==> src/rtl/med_filt_pkg.sv <==
// Shared constants, sequencer state encoding and window packing order
// for the 7-tap median filter.
package med_filt_pkg;

    localparam int DW   = 8;
    localparam int TAPS = 7;
    localparam int HALF = (TAPS - 1) / 2;

    typedef enum logic [3:0] {
        IDLE,
        PRIME,
        LAUNCH,
        WAIT_SORT,
        WRITE,
        WAIT_STEP,
        FETCH,
        FETCH_WAIT,
        TAIL,
        DONE
    } state_t;

    // Oldest window entry sits in the MSBs of the packed sorter input.
    function automatic int unsigned win_lsb(input int unsigned idx, input int unsigned taps,
                                            input int unsigned dw);
        return (taps - 1 - idx) * dw;
    endfunction

endpackage

==> src/rtl/med_win_sreg.sv <==
// Sliding sample window: new samples enter at the newest slot, the oldest drops out.
module med_win_sreg #(
    parameter int DW   = med_filt_pkg::DW,
    parameter int TAPS = med_filt_pkg::TAPS
) (
    input  logic                 clk,
    input  logic                 rst,
    input  logic                 shift_en,
    input  logic [DW-1:0]        din,
    output logic [TAPS*DW-1:0]   win_flat
);
    import med_filt_pkg::*;

    logic [DW-1:0] win [TAPS];

    always_ff @(posedge clk or posedge rst) begin
        if (rst) begin
            for (int unsigned i = 0; i < TAPS; i++) win[i] <= '0;
        end else if (shift_en) begin
            for (int unsigned i = 0; i < TAPS - 1; i++) win[i] <= win[i + 1];
            win[TAPS-1] <= din;
        end
    end

    always_comb begin
        win_flat = '0;
        for (int unsigned i = 0; i < TAPS; i++) win_flat[win_lsb(i, TAPS, DW) +: DW] = win[i];
    end

endmodule

==> src/rtl/med_filt_seq.sv <==
// Median filter sequencer: primes a sliding window from the sample RAM, runs the
// sorter once per window and writes medians (edges passed through) to the result RAM.
module med_filt_seq #(
    parameter int DW        = med_filt_pkg::DW,
    parameter int AW        = 7,
    parameter int N_SAMPLES = 100,
    parameter int TAPS      = med_filt_pkg::TAPS
) (
    input  logic                 clk,
    input  logic                 rst,
    input  logic                 start,
    input  logic                 step_mode,
    input  logic                 step,
    output logic                 rd_en,
    output logic [AW-1:0]        rd_addr,
    input  logic [DW-1:0]        rd_data,
    output logic [TAPS*DW-1:0]   sort_in,
    output logic                 sort_start,
    input  logic                 sort_done,
    input  logic [DW-1:0]        sort_med,
    output logic                 wr_en,
    output logic [AW-1:0]        wr_addr,
    output logic [DW-1:0]        wr_data,
    output logic                 busy,
    output logic                 done,
    output logic [AW-1:0]        cur_idx
);
    import med_filt_pkg::*;

    localparam int            SIDE   = (TAPS - 1) / 2;
    localparam logic [AW-1:0] TAPS_A = AW'(TAPS);
    localparam logic [AW-1:0] LAST_A = AW'(TAPS - 1);
    localparam logic [AW-1:0] SIDE_A = AW'(SIDE);
    localparam logic [AW-1:0] TAIL_A = AW'(N_SAMPLES - SIDE);
    localparam logic [AW:0]   N_END  = (AW+1)'(N_SAMPLES);

    state_t        state;
    logic [AW-1:0] base;
    logic [AW-1:0] rc;
    logic [AW-1:0] tk;
    logic [AW-1:0] vld_addr;
    logic          vld;
    logic          wr_thru;
    logic [DW-1:0] wr_q;
    logic [DW-1:0] tail_samp;

    // vld marks the cycle a read issued last cycle has its data on rd_data.
    med_win_sreg #(.DW(DW), .TAPS(TAPS)) u_win (
        .clk      (clk),
        .rst      (rst),
        .shift_en (vld),
        .din      (rd_data),
        .win_flat (sort_in)
    );

    // Leading edge samples are written in the same cycle the RAM returns them.
    assign wr_data = (wr_en && wr_thru) ? rd_data : wr_q;

    always_comb begin
        tail_samp = '0;
        for (int unsigned k = 0; k < SIDE; k++)
            if (tk == AW'(k)) tail_samp = sort_in[win_lsb(TAPS - SIDE + k, TAPS, DW) +: DW];
    end

    always_ff @(posedge clk or posedge rst) begin
        if (rst) begin
            state      <= IDLE;
            base       <= '0;
            rc         <= '0;
            tk         <= '0;
            vld        <= 1'b0;
            vld_addr   <= '0;
            wr_thru    <= 1'b0;
            wr_q       <= '0;
            rd_en      <= 1'b0;
            rd_addr    <= '0;
            sort_start <= 1'b0;
            wr_en      <= 1'b0;
            wr_addr    <= '0;
            busy       <= 1'b0;
            done       <= 1'b0;
            cur_idx    <= '0;
        end else begin
            rd_en      <= 1'b0;
            sort_start <= 1'b0;
            wr_en      <= 1'b0;
            vld        <= rd_en;
            vld_addr   <= rd_addr;
            case (state)
                IDLE, DONE: begin
                    if (start) begin
                        state   <= PRIME;
                        busy    <= 1'b1;
                        done    <= 1'b0;
                        base    <= '0;
                        tk      <= '0;
                        rd_en   <= 1'b1;
                        rd_addr <= '0;
                        rc      <= AW'(1);
                    end
                end
                PRIME: begin
                    if (rc < TAPS_A) begin
                        rd_en   <= 1'b1;
                        rd_addr <= rc;
                        rc      <= rc + 1'b1;
                    end
                    if (rd_en && rd_addr < SIDE_A) begin
                        wr_en   <= 1'b1;
                        wr_thru <= 1'b1;
                        wr_addr <= rd_addr;
                        cur_idx <= rd_addr;
                    end
                    if (vld && vld_addr == LAST_A) state <= LAUNCH;
                end
                LAUNCH: begin
                    sort_start <= 1'b1;
                    state      <= WAIT_SORT;
                end
                WAIT_SORT: begin
                    if (sort_done) begin
                        state   <= WRITE;
                        wr_en   <= 1'b1;
                        wr_thru <= 1'b0;
                        wr_addr <= base + SIDE_A;
                        cur_idx <= base + SIDE_A;
                        wr_q    <= sort_med;
                    end
                end
                WRITE: begin
                    if ({1'b0, base} + {1'b0, TAPS_A} == N_END) begin
                        state   <= TAIL;
                        wr_en   <= 1'b1;
                        wr_thru <= 1'b0;
                        wr_addr <= TAIL_A;
                        cur_idx <= TAIL_A;
                        wr_q    <= tail_samp;
                        tk      <= tk + 1'b1;
                    end else if (step_mode) begin
                        state <= WAIT_STEP;
                    end else begin
                        state   <= FETCH;
                        rd_en   <= 1'b1;
                        rd_addr <= base + TAPS_A;
                    end
                end
                WAIT_STEP: begin
                    if (step) begin
                        state   <= FETCH;
                        rd_en   <= 1'b1;
                        rd_addr <= base + TAPS_A;
                    end
                end
                FETCH: state <= FETCH_WAIT;
                FETCH_WAIT: begin
                    base  <= base + 1'b1;
                    state <= LAUNCH;
                end
                TAIL: begin
                    if (tk < SIDE_A) begin
                        wr_en   <= 1'b1;
                        wr_addr <= TAIL_A + tk;
                        cur_idx <= TAIL_A + tk;
                        wr_q    <= tail_samp;
                        tk      <= tk + 1'b1;
                    end else begin
                        busy  <= 1'b0;
                        done  <= 1'b1;
                        state <= DONE;
                    end
                end
                default: state <= IDLE;
            endcase
        end
    end

endmodule

==> config.mk <==
export PLATFORM = sky130hd
export DESIGN_NAME = med_filt_seq
export DESIGN_NICKNAME = d
export VERILOG_FILES = /design/src/rtl/med_filt_pkg.sv /design/src/rtl/med_win_sreg.sv /design/src/rtl/med_filt_seq.sv
export SDC_FILE = /design/constraint.sdc
export NUM_CORES = 1
export LEC_CHECK = 0
export CAP_MARGIN = 20
export CORE_AREA = 2 2 105 107
export DETAILED_ROUTE_END_ITERATION = 16
export DIE_AREA = 0 0 107 109
export PLACE_DENSITY = 0.87
export SETUP_SLACK_MARGIN = 0.1
export SYNTH_ARGS = -nofsm -noshare
export SYNTH_HDL_FRONTEND = slang
export SYNTH_SLANG_ARGS = --single-unit
==> constraint.sdc <==
create_clock -name clk -period 10.2 [get_ports clk]
set_clock_uncertainty 0.05 [all_clocks]
set_input_delay 2.04 -clock clk [delete_from_list [all_inputs] [get_ports clk]]
set_output_delay 2.04 -clock clk [all_outputs]
set_load 0.01 [all_outputs]
==> impl_metrics.ini, run 1 <==
[cells_and_area]
layout.cells.non_filler = 771
finalNetCount = 648
antenna_cells = 0
layout-drive-gt1-share_pct = 20.6
syn2layout_area_growth_pct = 30.2

[logic_synthesis]
netlist_top_cells_count = 117 x dfrtp_1, 77 x mux2_2, 44 x nand2_1, 39 x o21ai_0, 31 x nor2_1
syn_area_per_cell_sq_um = 11.1
synth_fp_nets = 550
synth_top_area_share_pct = 50.6
synthTopCellsByArea = dfrtp_1 51%, mux2_2 15%, o21ai_0 3.4%, nand2_1 2.9%, mux2_4 2.1%
synth_cells = 520
ys_warn_count = 0
ys_async_sr_fraction_pct = 100
synth_top_area_cell = dfrtp_1
post-synth-top-count-cell = dfrtp_1
synth_ff_type = dfrtp_1
seq_area_frac_synth_pct = 50.6
ys_seq_elements = 117
synth_edf_count = 0
synth.distinct_cells = 53
synth_area_sq_um = 5790

[floorplan]
rows = 38
die_h_um = 109
ios = 112
start_util_pct = 54.6
die_area_sq_um = 11700
core_area_sq_um = 10600
fp.dieW_um = 107

[worst_setup_path]
critPathCaptureType = output port
critical_path_required_ps = 8110
worstRegToRegCells = 8
rrSetupSlack_ps = 6880
path_class = input pin to output port
start_kind = input pin
r2r-start = base[0]
crit_arrival_ps = 3220
cp_max_fo = 2
r2r_end = wr_q[1]

[routing]
drc = 0
detail_route.vias_per_cell = 5.91
top_layer_used = met4
route.met2.wl_um = 7220
drtIter0Drc = 405
wl_um = 14800
detail-route-antenna-nets = 0
dr.pass1.iters = 5
vias = 4557
wl_per_cell_um = 19.1
wl_met1_um = 6110
wl_met3_um = 1010

[timing]
fin_crit_ps = 5310
hold_slack_ps = 373
slew_headroom_pct = 26.8
rsz0062_at_grt = false
tightest_slew_ps = 1090
setup_viol_count_final = 0
max_freq_mhz = 188
finalCritPeriodShare_pct = 52.1
finalMaxSlewViolations = 0
fin_setup_tns_ps = 0
final-hold-violation-count = 0

[place]
dp_hpwl_um = 10100
port_buffers = 111
place_congestion = 0.904
dp_cells = 737

[worst_hold_path]
hold_start = rd_en
min_path_cells = 0
hold_class = flop to flop
min_to = vld

[grt]
grt_max_degree = 85
grt.total_usage_pct = 26.6
antenna_found_initial = 0
grt_pass1_wl_um = 23700
grt_pass1_vias = 4553
grt_overflow = 0

[clocking]
worstSkewPairLatency_ps = 520
post-cts-setup-buffers = 0
clk_path_buf_depth = 2
cts_resized = 0
cts.sinks = 117
hold_buffers = 0
cts_root_buf = clkbuf_8
clk_pin_slew_ps = 60
cts_tree = built
numCtsBuffers = 17
htree_levels = 4

[pwr]
peakVddDrop_uv = 221
p_seq_share_pct = 33.6
pwr-share-clk_pct = 23.5
powerDensity_nw_per_um2 = 330
intPower_mw = 1.60
combPwrFrac_pct = 42.9
power.net_switching_mw = 0.888
p_leak_nw = 3.16
swShare_pct = 35.6

[job]
drv_cap = 0

[status]
status = finished, final reports clean
==> through the flow <==
step | worst slack [ps] | cell area [sq um] | power [mW] | util (%)
after CTS | 4880 | 7490 | 2.49 | 70.7
after global routing | 4870 | 7540 | 2.62 | 71.1
after floorplan | 5010 | 5790 | 1.40 | -
after detailed placement | 4890 | 6910 | 1.88 | 65.2
after global placement | 4920 | 6910 | 1.83 | 65.2
final | 4890 | 7540 | 2.49 | 71.1
==> critical path: stages <==
cell	delay [ps]
clkdlybuf4s50_1	420
mux2_2	270
clkdlybuf4s50_1	490
==> layout make-up <==
cell class / instances / area [sq um]
multi-input cells: 352 / 2620
clock buffers: 17 / 414
repair buffers: 116 / 1180
fillers: 708 / 3060
well taps: 140 / 175
clock inverters: 15 / 169
flip-flops and latches: 117 / 2930
inverters: 14 / 55.1
==> layout by cell type (no fill, tap or decap), types with 9 or more instances in the layout <==
master,instances
clkdlybuf4s50_1,111
o31ai_1,9
a22o_1,11
inv_1,13
a21oi_1,17
dfrtp_1,116
mux2_2,77
nand2_1,44
xnor2_1,9
clkbuf_16,16
nor2_1,31
nand3_1,16
o21ai_0,39
==> per-layer routing <==
metal	track usage [%]	vias up
li1	-	2065
met1	33.1	2234
met2	43.9	218
met3	6.93	40
met4	11.8	0
met5	0	-
==> cell families after synthesis <==
kind of cell | count (synthesis) | synth area share, %
AND/OR/NAND/NOR | 132 | 11.3
buffers and inverters | 51 | 4.26
XOR/XNOR | 17 | 2.57
adder cells (fa/ha/maj) | 8 | 1.73
flip-flops | 117 | 50.6
AO/OA/AOI/OAI | 108 | 12.2
multiplexers | 87 | 17.4
==> state kept, by name, summed over array words and instances, names as in the netlist <==
| name | flops |
|---|---|
| state | 4 |
| u_win.win_flat | 56 |
| rc | 7 |
| busy | 1 |
| vld_addr | 7 |
| rd_en | 1 |
| wr_q | 8 |
| base | 7 |
| tk | 7 |
| wr_en | 1 |
| vld | 1 |
| sort_start | 1 |
| done | 1 |
| wr_thru | 1 |
| cur_idx | 7 |
| rd_addr | 7 |
==> power groups by stage <==
stage / sequential (mW) / combinational, mW / clock (mW)
6_report: 0.837 / 1.07 / 0.585
5_1_grt: 0.860 / 1.15 / 0.616
4_1_cts: 0.861 / 1.03 / 0.592
3_5_place_dp: 0.866 / 1.02 / 0
3_3_place_gp: 0.850 / 0.984 / 0
2_1_floorplan: 0.825 / 0.579 / 0
==> how the worst max path moves through the flow <==
stage,start,to,slack [ps],cells after the start
2_1_floorplan,rst,base[0],5010,1
3_3_place_gp,rd_data[7],wr_data[7],4920,3
3_5_place_dp,rd_data[6],wr_data[6],4890,3
4_1_cts,rd_data[6],wr_data[6],4880,3
5_1_grt,rd_data[6],wr_data[6],4870,3
6_report,rd_data[6],wr_data[6],4890,3
Note: power is estimated with default switching activity, not from simulation.
==> run 2: changes to the inputs <==
Settings changed: CORE_AREA 2 2 105 107 to 2 2 109 111, DIE_AREA 0 0 107 109 to 0 0 111 113, PLACE_DENSITY 0.87 to 0.82.
Clock period 10.2 ns to 5 ns, I/O delays scaled along.
==> impl_metrics.ini, run 2 (synthesis gave the netlist of run 1 again) <==
[status]
status = finished, final reports clean

[timing]
tightest_slew_ps = 928
fin_setup_tns_ps = 0
slew_headroom_pct = 37.9
finalCritPeriodShare_pct = 65.0
final-hold-violation-count = 0
finalMaxSlewViolations = 0
rsz0062_at_grt = false
setup_viol_count_final = 0
fin_crit_ps = 3250
setup_ws_ps = 1750
max_freq_mhz = 308

[cells_and_area]
utilization_pct = 66.5
layout-drive-gt1-share_pct = 19.8
stdcell_area_sq_um = 7500
antenna_cells = 0
layout_common_cells = 116 x dfrtp_1, 111 x clkdlybuf4s50_1, 77 x mux2_2, 44 x nand2_1, 39 x o21ai_0
layout_commonest_cell = dfrtp_1
syn2layout_area_growth_pct = 29.5
largest_reg_flops = 56
fillers = 859
layout.cells.non_filler = 774
finalNetCount = 648

[routing]
wl_um = 14600
wl_per_cell_um = 18.9
detail_route.vias_per_cell = 5.82
dr.pass1.iters = 5
drtIter0Drc = 346
detail-route-antenna-nets = 0
vias = 4502
drc = 0

[clocking]
cts_tree = built
htree_levels = 4
hold_buffers = 0
cts.sinks = 117
cts_root_buf = clkbuf_16
numCtsBuffers = 17
post-cts-setup-buffers = 0
worstSkewPairLatency_ps = 410
clk_path_buf_depth = 2
cts_resized = 0
clk_pin_slew_ps = 50

[job]
drv_cap = 0

[worst_setup_path]
critical_path_required_ps = 3950
start_kind = input pin
cp_max_fo = 2
crit_start = rd_data[7]
critPathCaptureType = output port
r2r-start = base[0]
crit_arrival_ps = 2200
path_class = input pin to output port

[floorplan]
die_area_sq_um = 12500
die_h_um = 113
fp.dieW_um = 111
core_area_sq_um = 11300
ios = 112
rows = 39
start_util_pct = 51.4

[pwr]
peakVddDrop_uv = 423
powerDensity_nw_per_um2 = 669
p_leak_nw = 3.15

[place]
placed_area_sq_um = 6930
port_buffers = 111
dp_cells = 742
dp_hpwl_um = 10300
dp_slack_ps = 1740
place_congestion = 0.861

[grt]
grt_pass1_vias = 4413
grt_pass1_wl_um = 23100
antenna_found_initial = 0
grt_max_degree = 57
grt.total_usage_pct = 23.7
grt_overflow = 0

[worst_hold_path]
hold_start = rd_en
hold_class = flop to flop
[run 2: changes by cell type in the layout (fill, tap and decap cells not counted), sizes merged]
cell / previous run / this run
clkbuf: 17 / 24
clkinv: 3 / 5
clkinvlp: 3 / 1
inv: 21 / 14
[run 2: through the flow]
| stage | power, mW | hold WS, ps |
|---|---|---|
| floorplan | 2.86 | 378 |
| global route | 5.28 | 391 |
| CTS | 5.05 | 366 |
| global placement | 3.77 | 354 |
| finish | 5.02 | 354 |
| detailed placement | 3.86 | 353 |
[run 2: final timing paths]
kind / end / slack (ps) / cells after the start
worst max-delay path: wr_data[7] / 1750 / 3
worst min-delay path: vld / 350 / 0
worst max register to register: wr_q[0] / 1790 / 8
worst min register to register: vld / 350 / 0
max in group asynchronous: vld_addr[4] / 3020 / 3
min in group asynchronous: u_win.win_flat[4] / 920 / 2
[run 2: power breakdown]
| part | total [mW] | internal (mW) | leakage (nW) | switching (mW) |
|---|---|---|---|---|
| Combinational | 2.17 | 1.22 | 1.41 | 0.950 |
| Clock | 1.16 | 0.757 | 0.278 | 0.406 |
| Sequential | 1.68 | 1.32 | 1.46 | 0.367 |
| Total | 5.02 | 3.30 | 3.15 | 1.72 |
[run 2: final cells by class]
type / instances / area (sq um) / share of cell area [%]
timing repair buffer: 116 / 1150 / 15.3
sequential: 117 / 2930 / 39.1
tap: 143 / 179 / 2.39
clock inverter: 8 / 100 / 1.33
multi-input combinational: 352 / 2620 / 34.9
clock buffer: 24 / 472 / 6.29
inverter: 14 / 55.1 / 0.734
[run 2: worst max-delay path, stage by stage]
cell	delay [ps]
clkdlybuf4s50_1	440
mux2_2	280
clkdlybuf4s50_1	480
[run 2: metal layers]
layer  vias to the layer above  track usage [%]  wire [um]
li1                       2052                -          -
met1                      2218             30.6       6250
met2                       194             38.7       7020
met3                        38             6.21        968
met4                         0             9.25        389
met5                         -                0          0
==> run 3: changes to the inputs <==
Settings changed: CORE_AREA 2 2 109 111 to 2 2 114 116, DIE_AREA 0 0 111 113 to 0 0 116 118, PLACE_DENSITY 0.82 to 0.79.
Clock period 5 ns to 2.7 ns, I/O delays scaled along.
==> impl_metrics.ini, run 3 (synthesis gave the netlist of run 1 again) <==
[timing]
setup_ws_ps = 184
setup_viol_count_final = 0
fin_setup_tns_ps = 0
finalMaxSlewViolations = 0
tightest_slew_ps = 882
fin_crit_ps = 2520
rsz0062_at_grt = false
slew_headroom_pct = 40.8
max_freq_mhz = 397
finalCritPeriodShare_pct = 93.2
final-hold-violation-count = 0

[place]
place_congestion = 0.962
dp_cells = 791
dp_hpwl_um = 11200
port_buffers = 111
dp_slack_ps = 55.3

[clocking]
numCtsBuffers = 17
hold_buffers = 0
post-cts-setup-buffers = 0
worstSkewPairLatency_ps = 410
clk_path_buf_depth = 2
clk_pin_slew_ps = 60
htree_levels = 4
cts_tree = built
cts.sinks = 117
cts_root_buf = clkbuf_16

[cells_and_area]
finalNetCount = 668
layout_commonest_cell = dfrtp_1
antenna_cells = 0
syn2layout_area_growth_pct = 34.7
layout.cells.non_filler = 823
layout-drive-gt1-share_pct = 24.4
largest_reg_flops = 56
utilization_pct = 62.8
fillers = 972
layout_common_cells = 116 x dfrtp_1, 111 x clkdlybuf4s50_1, 77 x mux2_2, 43 x nand2_1, 39 x o21ai_0

[pwr]
power_mw = 9.57
p_leak_nw = 3.30
peakVddDrop_uv = 696
powerDensity_nw_per_um2 = 1230

[routing]
detail_route.vias_per_cell = 5.62
detail-route-antenna-nets = 0
drc = 0
dr.pass1.iters = 5
wl_um = 15300
vias = 4625
drtIter0Drc = 373
wl_per_cell_um = 18.6

[grt]
antenna_found_initial = 0
grt_pass1_vias = 4668
grt_max_degree = 57
grt_overflow = 0
grt_pass1_wl_um = 24200
grt.total_usage_pct = 22.9

[worst_setup_path]
start_kind = flop
crit_start = base[1]
critical_path_required_ps = 2940
worstRegToRegCells = 8
r2r_end = wr_q[1]
cp_max_fo = 8
r2r-start = base[1]
critPathCaptureType = flop
crit_arrival_ps = 2760
rrSetupSlack_ps = 180
path_class = flop to flop

[floorplan]
core_area_sq_um = 12400
fp.dieW_um = 116
ios = 112
die_h_um = 118
start_util_pct = 46.6
die_area_sq_um = 13700
rows = 41

[job]
drv_cap = 0

[worst_hold_path]
hold_class = input pin to asynchronous set/reset pin

[status]
status = finished, final reports clean
[run 3: cell count changes in the layout (fill, tap and decap cells not counted), sizes merged]
cell | previous run | this run
clkinvlp | 1 | 2
buf | 5 | 25
inv | 14 | 15
bufinv | 2 | 3
clkinv | 5 | 6
clkbuf | 24 | 20
[run 3: how the worst max path moves through the flow]
stage | slack [ps] | to | cells past startpoint
5_1_grt | 120 | cur_idx[4] | 8
3_5_place_dp | 60 | wr_q[4] | 8
4_1_cts | 120 | cur_idx[4] | 8
2_1_floorplan | 110 | wr_q[0] | 11
3_3_place_gp | 170 | rd_addr[0] | 8
6_report | 180 | wr_q[1] | 8
[run 3: power breakdown]
part / switching (mW) / internal, mW
registers: 0.598 / 2.44
logic: 1.89 / 2.37
clock network: 0.804 / 1.48
total: 3.29 / 6.29
[run 3: final cells by class]
type                            instances  area [sq um]  share of cell area, %
Clock buffer                           20           447                   5.73
Inverter                               14          56.3                  0.722
Multi-Input combinational cell        352          2690                   34.5
Timing Repair Buffer                  136          1310                   16.8
Clock inverter                         12           153                   1.96
Sequential cell                       117          2930                   37.6
Tap cell                              172           215                   2.76
[run 3: worst max-delay path, cell delays in order, from the launching register on]
cell,delay (ps)
dfrtp_1,350
inv_1,70
ha_2,210
nor2b_2,170
or3_4,350
a21oi_2,260
a31oi_2,210
a211o_4,400
mux2_4,320
[run 3: per-layer routing]
metal,wire length (um),global-route usage [%],up-vias
met5,0,0,-
met4,277,7.81,0
met3,1180,5.36,26
met2,7450,37.7,223
met1,6390,29.5,2276
li1,-,-,2100
[run 3: what timing repair did]
action / 4_1_cts / 5_1_grt
pin swaps: 0 / 3
setup endpoints to repair: 15 / 30
resized for setup: 3 / 12
endpoints found under the hold margin: 0 / 0
[run 3: stage by stage]
stage          cell area (sq um)  hold slack [ps]
2_1_floorplan               5800              378
3_3_place_gp                7130              335
3_5_place_dp                7130              335
4_1_cts                     7740              320
5_1_grt                     7800              333
6_report                    7800              337
